`src/rtl/moving_obstacle.sv`:
```
// Rectangular stage obstacle: static, or ping-pong along X or Y once per frame with an
// optional dwell at each end. Provides the pixel hit flag, position/displacement and fighter overlap.
module moving_obstacle #(
    parameter int unsigned HALF_W       = 23,
    parameter int unsigned HALF_H       = 47,
    parameter int unsigned X_START      = 320,
    parameter int unsigned Y_START      = 432,
    parameter int unsigned MODE         = 1,
    parameter int unsigned POS_MIN      = 200,
    parameter int unsigned POS_MAX      = 440,
    parameter int unsigned STEP         = 2,
    parameter int unsigned PAUSE_FRAMES = 30
) (
    input  logic              Clk,
    input  logic              Reset,
    input  logic              frame_clk,
    input  logic              enable,
    input  logic [9:0]        DrawX,
    input  logic [9:0]        DrawY,
    input  logic [9:0]        pl_x,
    input  logic [9:0]        pl_y,
    input  logic [7:0]        pl_hw,
    input  logic [7:0]        pl_hh,
    output logic              is_obj,
    output logic [9:0]        obj_x,
    output logic [9:0]        obj_y,
    output logic signed [9:0] obj_dx,
    output logic              obj_dir,
    output logic              hit
);

    typedef enum logic [1:0] {
        MOVE_POS  = 2'd0,
        PAUSE_POS = 2'd1,
        MOVE_NEG  = 2'd2,
        PAUSE_NEG = 2'd3
    } state_t;

    localparam logic [10:0] HW_W   = 11'(HALF_W);
    localparam logic [10:0] HH_W   = 11'(HALF_H);
    localparam logic [10:0] STEP_W = 11'(STEP);
    localparam logic [10:0] MIN_W  = 11'(POS_MIN);
    localparam logic [10:0] MAX_W  = 11'(POS_MAX);
    localparam logic [15:0] CNT_W  = 16'(PAUSE_FRAMES);
    localparam bit          IS_VERT = (MODE == 32'd2);
    localparam bit          IS_STATIC = (MODE == 32'd0);
    localparam bit          NO_PAUSE = (PAUSE_FRAMES == 32'd0);

    function automatic logic [10:0] abs_diff(input logic [9:0] a, input logic [9:0] b);
        return (a >= b) ? ({1'b0, a} - {1'b0, b}) : ({1'b0, b} - {1'b0, a});
    endfunction

    state_t      state_r;
    state_t      st_nxt_s;
    logic [15:0] pause_cnt_r;
    logic [15:0] cnt_nxt_s;
    logic        frame_d_r;
    logic        tick_s;
    logic [10:0] p_s;
    logic [10:0] up_s;
    logic [10:0] p_nxt_s;
    logic [10:0] dx_nxt_s;
    logic        dir_nxt_s;
    logic        hit_s;

    assign tick_s = frame_clk & ~frame_d_r & ~Reset;
    assign p_s    = IS_VERT ? {1'b0, obj_y} : {1'b0, obj_x};
    assign up_s   = p_s + STEP_W;

    assign is_obj = ({1'b0, DrawX} + HW_W >= {1'b0, obj_x}) &&
                    ({1'b0, DrawX} <= {1'b0, obj_x} + HW_W) &&
                    ({1'b0, DrawY} + HH_W >= {1'b0, obj_y}) &&
                    ({1'b0, DrawY} <= {1'b0, obj_y} + HH_W);

    assign hit_s = (abs_diff(pl_x, obj_x) <= {3'b000, pl_hw} + HW_W) &&
                   (abs_diff(pl_y, obj_y) <= {3'b000, pl_hh} + HH_W);

    // Next motion state for one enabled tick; the lower clamp avoids p-STEP underflow.
    always_comb begin
        st_nxt_s  = state_r;
        cnt_nxt_s = pause_cnt_r;
        p_nxt_s   = p_s;
        dx_nxt_s  = 11'd0;
        dir_nxt_s = obj_dir;
        case (state_r)
            MOVE_POS: begin
                if (up_s >= MAX_W) begin
                    p_nxt_s  = MAX_W;
                    dx_nxt_s = MAX_W - p_s;
                    if (NO_PAUSE) begin
                        st_nxt_s  = MOVE_NEG;
                        dir_nxt_s = 1'b1;
                    end else begin
                        st_nxt_s  = PAUSE_POS;
                        cnt_nxt_s = CNT_W;
                    end
                end else begin
                    p_nxt_s  = up_s;
                    dx_nxt_s = STEP_W;
                end
            end
            PAUSE_POS: begin
                if (pause_cnt_r == 16'd1) begin
                    st_nxt_s  = MOVE_NEG;
                    dir_nxt_s = 1'b1;
                end else begin
                    cnt_nxt_s = pause_cnt_r - 16'd1;
                end
            end
            MOVE_NEG: begin
                if (p_s <= MIN_W + STEP_W) begin
                    p_nxt_s  = MIN_W;
                    dx_nxt_s = MIN_W - p_s;
                    if (NO_PAUSE) begin
                        st_nxt_s  = MOVE_POS;
                        dir_nxt_s = 1'b0;
                    end else begin
                        st_nxt_s  = PAUSE_NEG;
                        cnt_nxt_s = CNT_W;
                    end
                end else begin
                    p_nxt_s  = p_s - STEP_W;
                    dx_nxt_s = 11'd0 - STEP_W;
                end
            end
            PAUSE_NEG: begin
                if (pause_cnt_r == 16'd1) begin
                    st_nxt_s  = MOVE_POS;
                    dir_nxt_s = 1'b0;
                end else begin
                    cnt_nxt_s = pause_cnt_r - 16'd1;
                end
            end
            default: begin
                st_nxt_s = MOVE_POS;
            end
        endcase
    end

    // Edge detect, motion FSM and overlap register.
    always_ff @(posedge Clk) begin
        frame_d_r <= frame_clk;
        if (Reset) begin
            obj_x       <= 10'(X_START);
            obj_y       <= 10'(Y_START);
            state_r     <= MOVE_POS;
            pause_cnt_r <= 16'd0;
            obj_dx      <= 10'sd0;
            obj_dir     <= 1'b0;
            hit         <= 1'b0;
        end else begin
            hit <= hit_s;
            if (tick_s) begin
                if (enable && !IS_STATIC) begin
                    state_r     <= st_nxt_s;
                    pause_cnt_r <= cnt_nxt_s;
                    obj_dir     <= dir_nxt_s;
                    obj_dx      <= dx_nxt_s[9:0];
                    if (IS_VERT) begin
                        obj_y <= p_nxt_s[9:0];
                    end else begin
                        obj_x <= p_nxt_s[9:0];
                    end
                end else begin
                    obj_dx <= 10'sd0;
                end
            end
        end
    end

endmodule

```
`config.mk`:
```
export PLATFORM = sky130hd
export DESIGN_NAME = moving_obstacle
export DESIGN_NICKNAME = d
export VERILOG_FILES = /design/src/rtl/moving_obstacle.sv
export SDC_FILE = /design/constraint.sdc
export NUM_CORES = 1
export LEC_CHECK = 0
export BUFFER_PORTS_ARGS = -buffer_cell sky130_fd_sc_hd__buf_2
export CAP_MARGIN = 20
export CORE_ASPECT_RATIO = 0.6
export CORE_MARGIN = 2
export CORE_UTILIZATION = 34
export DETAILED_ROUTE_END_ITERATION = 8
export GPL_TIMING_DRIVEN = 0
export PLACE_DENSITY_LB_ADDON = 0.08
export SLEW_MARGIN = 20
export SYNTH_ARGS = -nofsm -noshare
export SYNTH_HDL_FRONTEND = slang
export SYNTH_SLANG_ARGS = --single-unit
```
`constraint.sdc`:
```
create_clock -name Clk -period 4.9 [get_ports Clk]
set_input_delay 0.735 -clock Clk [delete_from_list [all_inputs] [get_ports Clk]]
set_output_delay 0.735 -clock Clk [all_outputs]
set_load 0.02 [all_outputs]
```
==> impl_metrics.toml, run 1 <==
[run_status]
outcome = "complete, no violations"

[finish]
regArea_um2 = 801
final_cell_count_no_fill = 979
drive_above_1_share_pct = 16.6
multiInputGateArea_um2 = 3990
nFillCells = 1508
num-nets-final = 914
area_growth_pct = 17.3
diodes = 0

[detailed_routing]
post_drt_wl_per_cell_um = 16.5
ant_nets = 0
first_iter_violations = 471
wl_um = 16100
dr.pass1.iters = 5
vias = 5368
routed_via_density = 5.48
drcViolationCount = 0

[sta]
rsz0062_at_grt = "true"
fmax_mhz = 223
finalClockSkew_ns = 0.00602
period_share_pct = 91.5
final_hold_viol_count = 0
slew_headroom_pct = 45.1
maxSlewViolCount = 0
fin_crit_ns = 4.49
worst_pin_slew_ns = 0.817
setup_viol = 0

[global_route]
grt_pass1_wl_um = 26200
antenna_found_initial = 0
grt_max_degree = 13
grt_pass1_vias = 4973
grt-ovfl-total = 0
grt_usage_pct = 20.5

[synth]
synth_fa_ha_area_share_pct = 18.2
synthFlopType = "dfxtp_1"
syn_area_um2 = 5110
synth.distinct_cells = 71
synth-async-reset-ratio_pct = 0
synthXorXnorAreaFrac_pct = 9.95
synth_top_family_by_area = "compound AO/OA/AOI/OAI gates"
syn_area_per_cell_um2 = 7.48
synth-simple-area-share_pct = 22.5
synth_edf_count = 0
yosys_warnings = 0
ys_seq_elements = 40
synth_compound_area_share_pct = 23.9
netlist_instances = 683
synth_mux_area_share_pct = 2.70
ys_seq_area_share_pct = 15.7

[power_and_ir_drop]
p_total_uw = 1120
ir_drop_mv = 0.138
power_density_nw_per_um2 = 186
clkPwrFrac_pct = 37.7
p_seq_share_pct = 29.7
swShare_pct = 30.9
internal_power_uw = 772
p_comb_share_pct = 32.6
net-switching-power_uw = 345
leakagePower_uw = 0.00261

[clocking]
clock_path_buffers = 2
cts_tree = "yes"
clk_pin_slew_worst_paths_ns = 0.06
numCtsBuffers = 5
clock-sinks = 40
cts_post_setup_buffers_inserted = 0
h-tree-depth = 2
cts-root-buf = "clkbuf_16"
insertion_delay_ns = 0.28

[worst_setup_path]
critPathRequiredTime_ns = 4.16
crit_chain = "clkbuf_2 -> inv_1 -> ha_1 -> clkbuf_1 -> nor2b_1 -> nor2_1 -> nor2_1 -> nand3_1 -> xnor2_1 -> ha_1 -> nand4_1 -> nor3_1 -> a21oi_1 -> o31ai_1 -> a31oi_1 -> nor3_1 -> buf_2"
rr_worst_depth = 16
critPathSlowestCell = "dfxtp_1"
endpoint_kind = "output pin"
worst-path-buf-inv = 4
cp.depth = 17
critical-path-max-stage-delay_ns = 0.50
cp_max_fo = 9
cp.arrival_ns = 3.75
critPathTopFamily = "simple AND/OR/NAND/NOR gates"
startpoint_type = "register"
worstSetupPathType = "reg -> out"

[die]
std_cell_rows = 34
ios = 93
die_x_um = 162
dieArea_um2 = 16000
core_area_um2 = 14600
fp.dieH_um = 98.9
start_util_pct = 35.0

[placement]
dp_hpwl_um = 13200
gp_congestion = 0.944
dp_cells = 972
port_buffers = 81

[job]
maxCapViolations = 0

[worst_hold_path]
hp-class = "reg -> reg"
whs_path_depth = 2
[cell type report]
cell class | instances | share of cell area (%)
sequential | 40 | 13.4
tap | 198 | 4.13
clock buffer | 5 | 2.09
multi-input combinational | 573 | 66.6
inverter | 42 | 2.71
clock inverter | 2 | 1.00
buffer | 38 | 3.36
timing repair buffer | 81 | 6.77
[cell usage after synthesis (all sizes together) (5+ instances only)]
| master | count | area (µm²) |
|---|---|---|
| xor2 | 25 | 219 |
| and3 | 5 | 31.3 |
| clkbuf | 16 | 60.1 |
| mux2i | 7 | 70.1 |
| nand2 | 49 | 184 |
| nor2 | 62 | 235 |
| inv | 40 | 150 |
| nor3 | 28 | 151 |
| o211ai | 9 | 72.6 |
| dfxtp | 40 | 801 |
| a211oi | 5 | 37.5 |
| buf | 22 | 136 |
| ha | 71 | 888 |
| mux2 | 6 | 67.6 |
| a21oi | 48 | 244 |
| a21o | 10 | 75.1 |
| nor4 | 7 | 43.8 |
| and2 | 7 | 46.3 |
| nand3 | 22 | 115 |
| xnor2 | 33 | 289 |
| o21a | 11 | 82.6 |
| a31oi | 15 | 100 |
| o21ai | 48 | 240 |
| nor2b | 9 | 56.3 |
| nand2b | 7 | 43.8 |
| nand4 | 14 | 87.6 |
[state kept, by name, indices dropped and copies added (netlist names)]
name	flops
frame_d_r	1
hit	1
obj_dir	1
obj_dx	10
obj_x	9
pause_cnt_r	16
state_r	2
[per-layer routing]
metal  global-route usage [%]  part of all wire (%)
met3                     4.76                   7.9
met4                     3.34                   1.2
met1                     31.9                    54
met5                        0                     0
met2                     28.5                    37
[worst paths after layout]
kind	from	to	slack [ns]
max	obj_x[1]$_SDFFE_PP0P_	is_obj	0.41
min reg2reg	obj_dx[3]$_SDFFE_PP0P_	obj_dx[3]$_SDFFE_PP0P_	0.45
max reg2reg	obj_x[3]$_SDFFE_PP0P_	hit$_SDFF_PP0_	0.45
min	obj_dx[3]$_SDFFE_PP0P_	obj_dx[3]$_SDFFE_PP0P_	0.45
[tightest hold or removal path, stage by stage (launching register included)]
cell and delay (ns):
dfxtp_1 0.31, nand2_1 0.05, a21oi_1 0.05
[per-stage QoR]
stage                     hold slack [ns]  utilization [%]  setup WS, ns  setup TNS (ns)  cell area [µm²]
after floorplan                     0.455                -         0.985               0             5140
after global placement              0.440             39.7      -0.00154        -0.00154             5800
after detailed placement            0.448             39.7        0.0452               0             5800
after CTS                           0.457             41.0         0.203               0             5980
after global routing                0.469             41.1       -0.0160         -0.0160             5990
final                               0.453             41.1         0.414               0             5990
[layout by cell type (no fill, tap or decap), types with 4 or more instances in the layout]
cell,Yosys,routed
a21oi_1,47,47
nor2_1,61,61
nor4_1,7,7
clkbuf_1,16,14
o31ai_1,4,4
o21bai_1,4,4
a21o_1,10,10
clkbuf_16,0,5
conb_1,2,12
nand2_1,49,49
nor3_1,27,27
clkbuf_2,0,4
o21a_1,11,11
nor2b_1,9,9
nand4_1,14,14
and3_1,5,5
o211ai_1,8,8
dfxtp_1,40,40
ha_1,71,71
buf_2,7,88
mux2_2,6,6
a211oi_1,5,5
xnor2_1,33,33
inv_1,40,40
nand2b_1,7,7
buf_4,12,12
a221oi_1,4,4
mux2i_1,7,7
a31oi_1,14,14
o21ai_0,45,45
a32oi_1,4,4
nand3_1,21,21
xor2_1,25,25
[timing repair]
action,4_1_cts,5_1_grt
resized for setup,1,7
setup endpoints to repair,1,2
hold buffers,0,0
[power by group through the flow]
| stage | Combinational, µW | Sequential [µW] | Clock, µW |
|---|---|---|---|
| floorplan | 247 | 341 | 0 |
| global placement | 351 | 339 | 0 |
| detailed placement | 359 | 339 | 0 |
| CTS | 360 | 332 | 431 |
| global route | 411 | 333 | 450 |
| finish | 364 | 332 | 421 |
[kinds of logic (layout without fill, tap and decap cells)]
kind of cell / after synthesis / after routing
buf+inv: 80 / 168
flops: 40 / 40
simple gates: 228 / 228
fa+ha+maj: 73 / 73
other cells: 2 / 12
xor+xnor: 58 / 58
mux: 13 / 13
compound gates: 189 / 189
Note: power is estimated with default switching activity, not from simulation.
==> run 2: changes to the inputs <==
CORE_MARGIN = default   (was 2)
==> impl_metrics.toml, run 2 (same netlist as run 1, synthesis figures left out) <==
[global_route]
grt_usage_pct = 20.7
grt_pass1_wl_um = 25700
grt_max_degree = 13
grt_pass1_vias = 4942
antenna_found_initial = 0
grt-ovfl-total = 0

[worst_setup_path]
rr_startpoint = "obj_x[1]$_SDFFE_PP0P_"
critPathRequiredTime_ns = 4.16
critPathSlowestCell = "dfxtp_1"
reg2reg_setup_slack_ns = 0.41
rr_worst_depth = 16
critical-path-max-stage-delay_ns = 0.52
rr_endpoint = "hit$_SDFF_PP0_"
endpoint_kind = "output pin"
cp_max_fo = 9
worstSetupPathType = "reg -> out"
crit_chain = "clkbuf_1 -> inv_1 -> ha_1 -> clkbuf_1 -> nor2b_1 -> nor2_1 -> nor2_1 -> nand3_1 -> xnor2_1 -> ha_1 -> nand4_1 -> nor3_1 -> a21oi_1 -> o31ai_1 -> a31oi_1 -> nor3_1 -> buf_2"
startpoint = "obj_x[1]$_SDFFE_PP0P_"
startpoint_type = "register"
cp.arrival_ns = 3.94

[finish]
layout_commonest_cell = "buf_2"
nFillCells = 1505
final_cell_mix = "buf_2 (88), ha_1 (71), nor2_1 (61)"
regArea_um2 = 801
area_growth_pct = 17.7
drive_above_1_share_pct = 16.9
final_core_util_pct = 41.2
final_cell_count_no_fill = 981
top_regs = "pause_cnt_r: 16 flops, obj_dx: 10 flops, obj_x: 9 flops"
regMostFlops = "pause_cnt_r"
largest_reg_flops = 16
num-nets-final = 916
diodes = 0
multiInputGateArea_um2 = 3990

[clocking]
clock_path_buffers = 2
clock-sinks = 40
holdBufCountCts = 0
h-tree-depth = 2
cts_tree = "yes"
clk_pin_slew_worst_paths_ns = 0.07
numCtsBuffers = 5
cts-root-buf = "clkbuf_16"
insertion_delay_ns = 0.29

[run_status]
outcome = "complete, no violations"

[detailed_routing]
routed_via_density = 5.55
vias = 5446
wl_um = 16100
ant_nets = 0
first_iter_violations = 467
dr.pass1.iters = 6
drcViolationCount = 0
post_drt_wl_per_cell_um = 16.4

[sta]
fmax_mhz = 214
worst_pin_slew_ns = 0.824
slew_headroom_pct = 44.6
fin_crit_ns = 4.67
setup_viol = 0
period_share_pct = 95.3
maxSlewViolCount = 0
final_hold_viol_count = 0
finalClockSkew_ns = 0.0183
rsz0062_at_grt = "false"
setup_tns_ns = 0

[job]
maxCapViolations = 0

[placement]
dp_cells = 972
dp_hpwl_um = 13100
port_buffers = 81
gp_congestion = 0.906

[power_and_ir_drop]
power_density_nw_per_um2 = 187
ir_drop_mv = 0.154
leakagePower_uw = 0.00261

[die]
core_area_um2 = 14600
fp.dieH_um = 96.9
std_cell_rows = 34
ios = 93
dieArea_um2 = 15500
start_util_pct = 35.0
die_x_um = 160

[worst_hold_path]
whs_path_depth = 2
worstHoldStart = "obj_dx[2]$_SDFFE_PP0P_"
hp-class = "reg -> reg"
worstHoldEndpoint = "obj_dx[2]$_SDFFE_PP0P_"
## run 2: cell types whose count changed in the layout (fill, tap and decap cells not counted)
cell,before,now
clkinvlp_4,1,2
buf_4,12,14
mux2i_2,0,1
clkinv_2,1,0
clkbuf_1,14,15
mux2i_1,7,6
clkbuf_2,4,3
## run 2: cell type report
class,count,share of cell area [%]
multi-input cells,573,66.4
flip-flops and latches,40,13.3
repair buffers,83,6.99
well taps,198,4.12
plain buffers,38,3.33
inverters,42,2.75
clock buffers,5,2.08
clock inverters,2,0.999
## run 2: how the worst max path moves through the flow
stage,to,slack (ns),depth (start not counted)
final,is_obj,0.23,17
after global routing,hit$_SDFF_PP0_,0.02,17
after CTS,hit$_SDFF_PP0_,0.05,16
after detailed placement,hit$_SDFF_PP0_,0.09,16
after global placement,hit$_SDFF_PP0_,0.03,16
after floorplan,hit$_SDFF_PP0_,0.99,16
## run 2: where the power goes
group / switching [µW] / total (µW) / internal (µW)
logic: 210 / 365 / 155
registers: 3.82 / 332 / 328
clock network: 139 / 428 / 289
## run 2: timing repair
item,CTS,global route
gates resized for setup,0,7
endpoints found under the setup margin,0,1
buffers inserted,0,2
## run 2: metrics by stage
stage	hold slack, ns	cell area (µm²)	total power [µW]	worst slack (ns)
3_3_place_gp	0.441	5800	691	0.0303
4_1_cts	0.451	5980	1130	0.0538
6_report	0.451	6010	1130	0.230
2_1_floorplan	0.455	5140	588	0.985
3_5_place_dp	0.443	5800	698	0.0876
5_1_grt	0.493	6010	1200	0.0156
## run 2: metal layers
layer | track usage, % | routed length (µm) | vias up
met2 | 28.7 | 6190 | 238
met4 | 2.78 | 208 | 0
met3 | 4.97 | 1390 | 27
li1 | - | - | 2646
met5 | 0 | 0 | -
met1 | 31.9 | 8310 | 2535
## run 2: worst max-delay path: cells and delay by family, from the launching register on
family,cells,cell delay [ns]
buf+inv,4,1.03
fa+ha+maj,2,0.58
flops,1,0.52
compound gates,3,0.22
simple gates,7,1.11
xor+xnor,1,0.17
==> run 3: changes to the inputs <==
clock period = 5.8 ns   (was 4.9 ns; I/O delays follow)
==> impl_metrics.toml, run 3 (same netlist as run 1, synthesis figures left out) <==
[run_status]
outcome = "complete, no violations"

[sta]
final_hold_viol_count = 0
fmax_mhz = 203
worst_pin_slew_ns = 0.824
finalClockSkew_ns = 0.0136
setup_tns_ns = 0
maxSlewViolCount = 0
setup_viol = 0
rsz0062_at_grt = "false"
hold_ws_ns = 0.451
period_share_pct = 84.8
slew_headroom_pct = 44.6
fin_crit_ns = 4.92

[finish]
layout_commonest_cell = "buf_2"
regMostFlops = "pause_cnt_r"
num-nets-final = 914
top_regs = "pause_cnt_r: 16 flops, obj_dx: 10 flops, obj_x: 9 flops"
final_area_um2 = 5980
drive_above_1_share_pct = 15.9
area_growth_pct = 17.2
final_cell_mix = "buf_2 (88), ha_1 (71), nor2_1 (61)"
diodes = 0
largest_reg_flops = 16

[detailed_routing]
vias = 5423
post_drt_wl_per_cell_um = 16.5
routed_via_density = 5.54
ant_nets = 0
first_iter_violations = 438
wl_um = 16100
drcViolationCount = 0
dr.pass1.iters = 5

[worst_setup_path]
cp_max_fo = 10
startpoint = "obj_x[5]$_SDFFE_PP0P_"
critPathRequiredTime_ns = 5.98
cp.arrival_ns = 5.10
rr_startpoint = "obj_x[5]$_SDFFE_PP0P_"
startpoint_type = "register"
endpoint_kind = "register"
worstSetupPathType = "reg -> reg"

[global_route]
antenna_found_initial = 0
grt_pass1_vias = 4942
grt_max_degree = 13
grt_usage_pct = 20.7
grt_pass1_wl_um = 25700
grt-ovfl-total = 0

[die]
die_x_um = 160
fp.dieH_um = 96.9
core_area_um2 = 14600
ios = 93
std_cell_rows = 34
dieArea_um2 = 15500
start_util_pct = 35.0

[clocking]
holdBufCountCts = 0
cts_tree = "yes"
post_cts_resized = 0
h-tree-depth = 2
insertion_delay_ns = 0.29
clock-sinks = 40
numCtsBuffers = 5
clock_path_buffers = 2
cts_post_setup_buffers_inserted = 0
clk_pin_slew_worst_paths_ns = 0.06
cts-root-buf = "clkbuf_16"

[placement]
gp_congestion = 0.906
dpl_cell_area_um2 = 5800
port_buffers = 81
dp_hpwl_um = 13100

[worst_hold_path]
worstHoldStart = "obj_dx[2]$_SDFFE_PP0P_"
hp-class = "reg -> reg"

[job]
maxCapViolations = 0

[power_and_ir_drop]
leakagePower_uw = 0.00260
ir_drop_mv = 0.126
p_total_uw = 949
power_density_nw_per_um2 = 159
[run 3: cell types whose count changed in the layout (fill, tap and decap cells not counted)]
cell / previous run / this run
mux2i_1: 6 / 7
buf_1: 1 / 3
clkbuf_1: 15 / 16
clkinvlp_4: 2 / 0
mux2i_2: 1 / 0
buf_4: 14 / 12
clkbuf_2: 3 / 0
clkinv_1: 0 / 2
[run 3: layout make-up]
cell class	count	area [µm²]
well taps	198	248
flip-flops and latches	40	801
clock buffers	5	125
plain buffers	38	196
inverters	42	158
repair buffers	81	405
clock inverters	2	60.1
fillers	1510	8610
multi-input cells	573	3990
[run 3: layer usage]
metal | wire, µm | global-route usage [%] | up-vias
met3 | 1440 | 4.97 | 16
met1 | 8390 | 31.9 | 2518
li1 | - | - | 2652
met4 | 130 | 2.78 | 0
met5 | 0 | 0 | -
met2 | 6180 | 28.7 | 237
[run 3: through the flow]
stage          std cells  setup WS (ns)  utilization, %
6_report             979          0.882            41.0
5_1_grt              979          0.418            41.0
4_1_cts              979          0.954            41.0
3_5_place_dp         972          0.988            39.7
3_3_place_gp         972          0.919            39.7
2_1_floorplan        693           1.75               -
[run 3: path summary, 6_finish.rpt]
kind                                               end  cells after the start  slack (ns)
worst max-delay path                    hit$_SDFF_PP0_                     16        0.88
worst min-delay path            obj_dx[2]$_SDFFE_PP0P_                      2        0.45
worst max register to register          hit$_SDFF_PP0_                     16        0.88
worst min register to register  obj_dx[2]$_SDFFE_PP0P_                      2        0.45
[run 3: critical path: stages (launching register included)]
cell and delay (ns):
dfxtp_1 0.45, buf_1 0.49, clkinv_1 0.49, ha_1 0.35, a21oi_1 0.24, a2bb2oi_1 0.31
a31oi_2 0.25, buf_2 0.27, mux2_2 0.30, ha_1 0.33, nor2b_1 0.14, o21a_1 0.17
o21a_1 0.17, o21ai_0 0.21, a2111o_1 0.21, o2111ai_1 0.15, nor4_1 0.26
[run 3: where the power goes]
group          internal (µW)  switching, µW
clock                    244            116
combinational            130            177
sequential               277           3.21
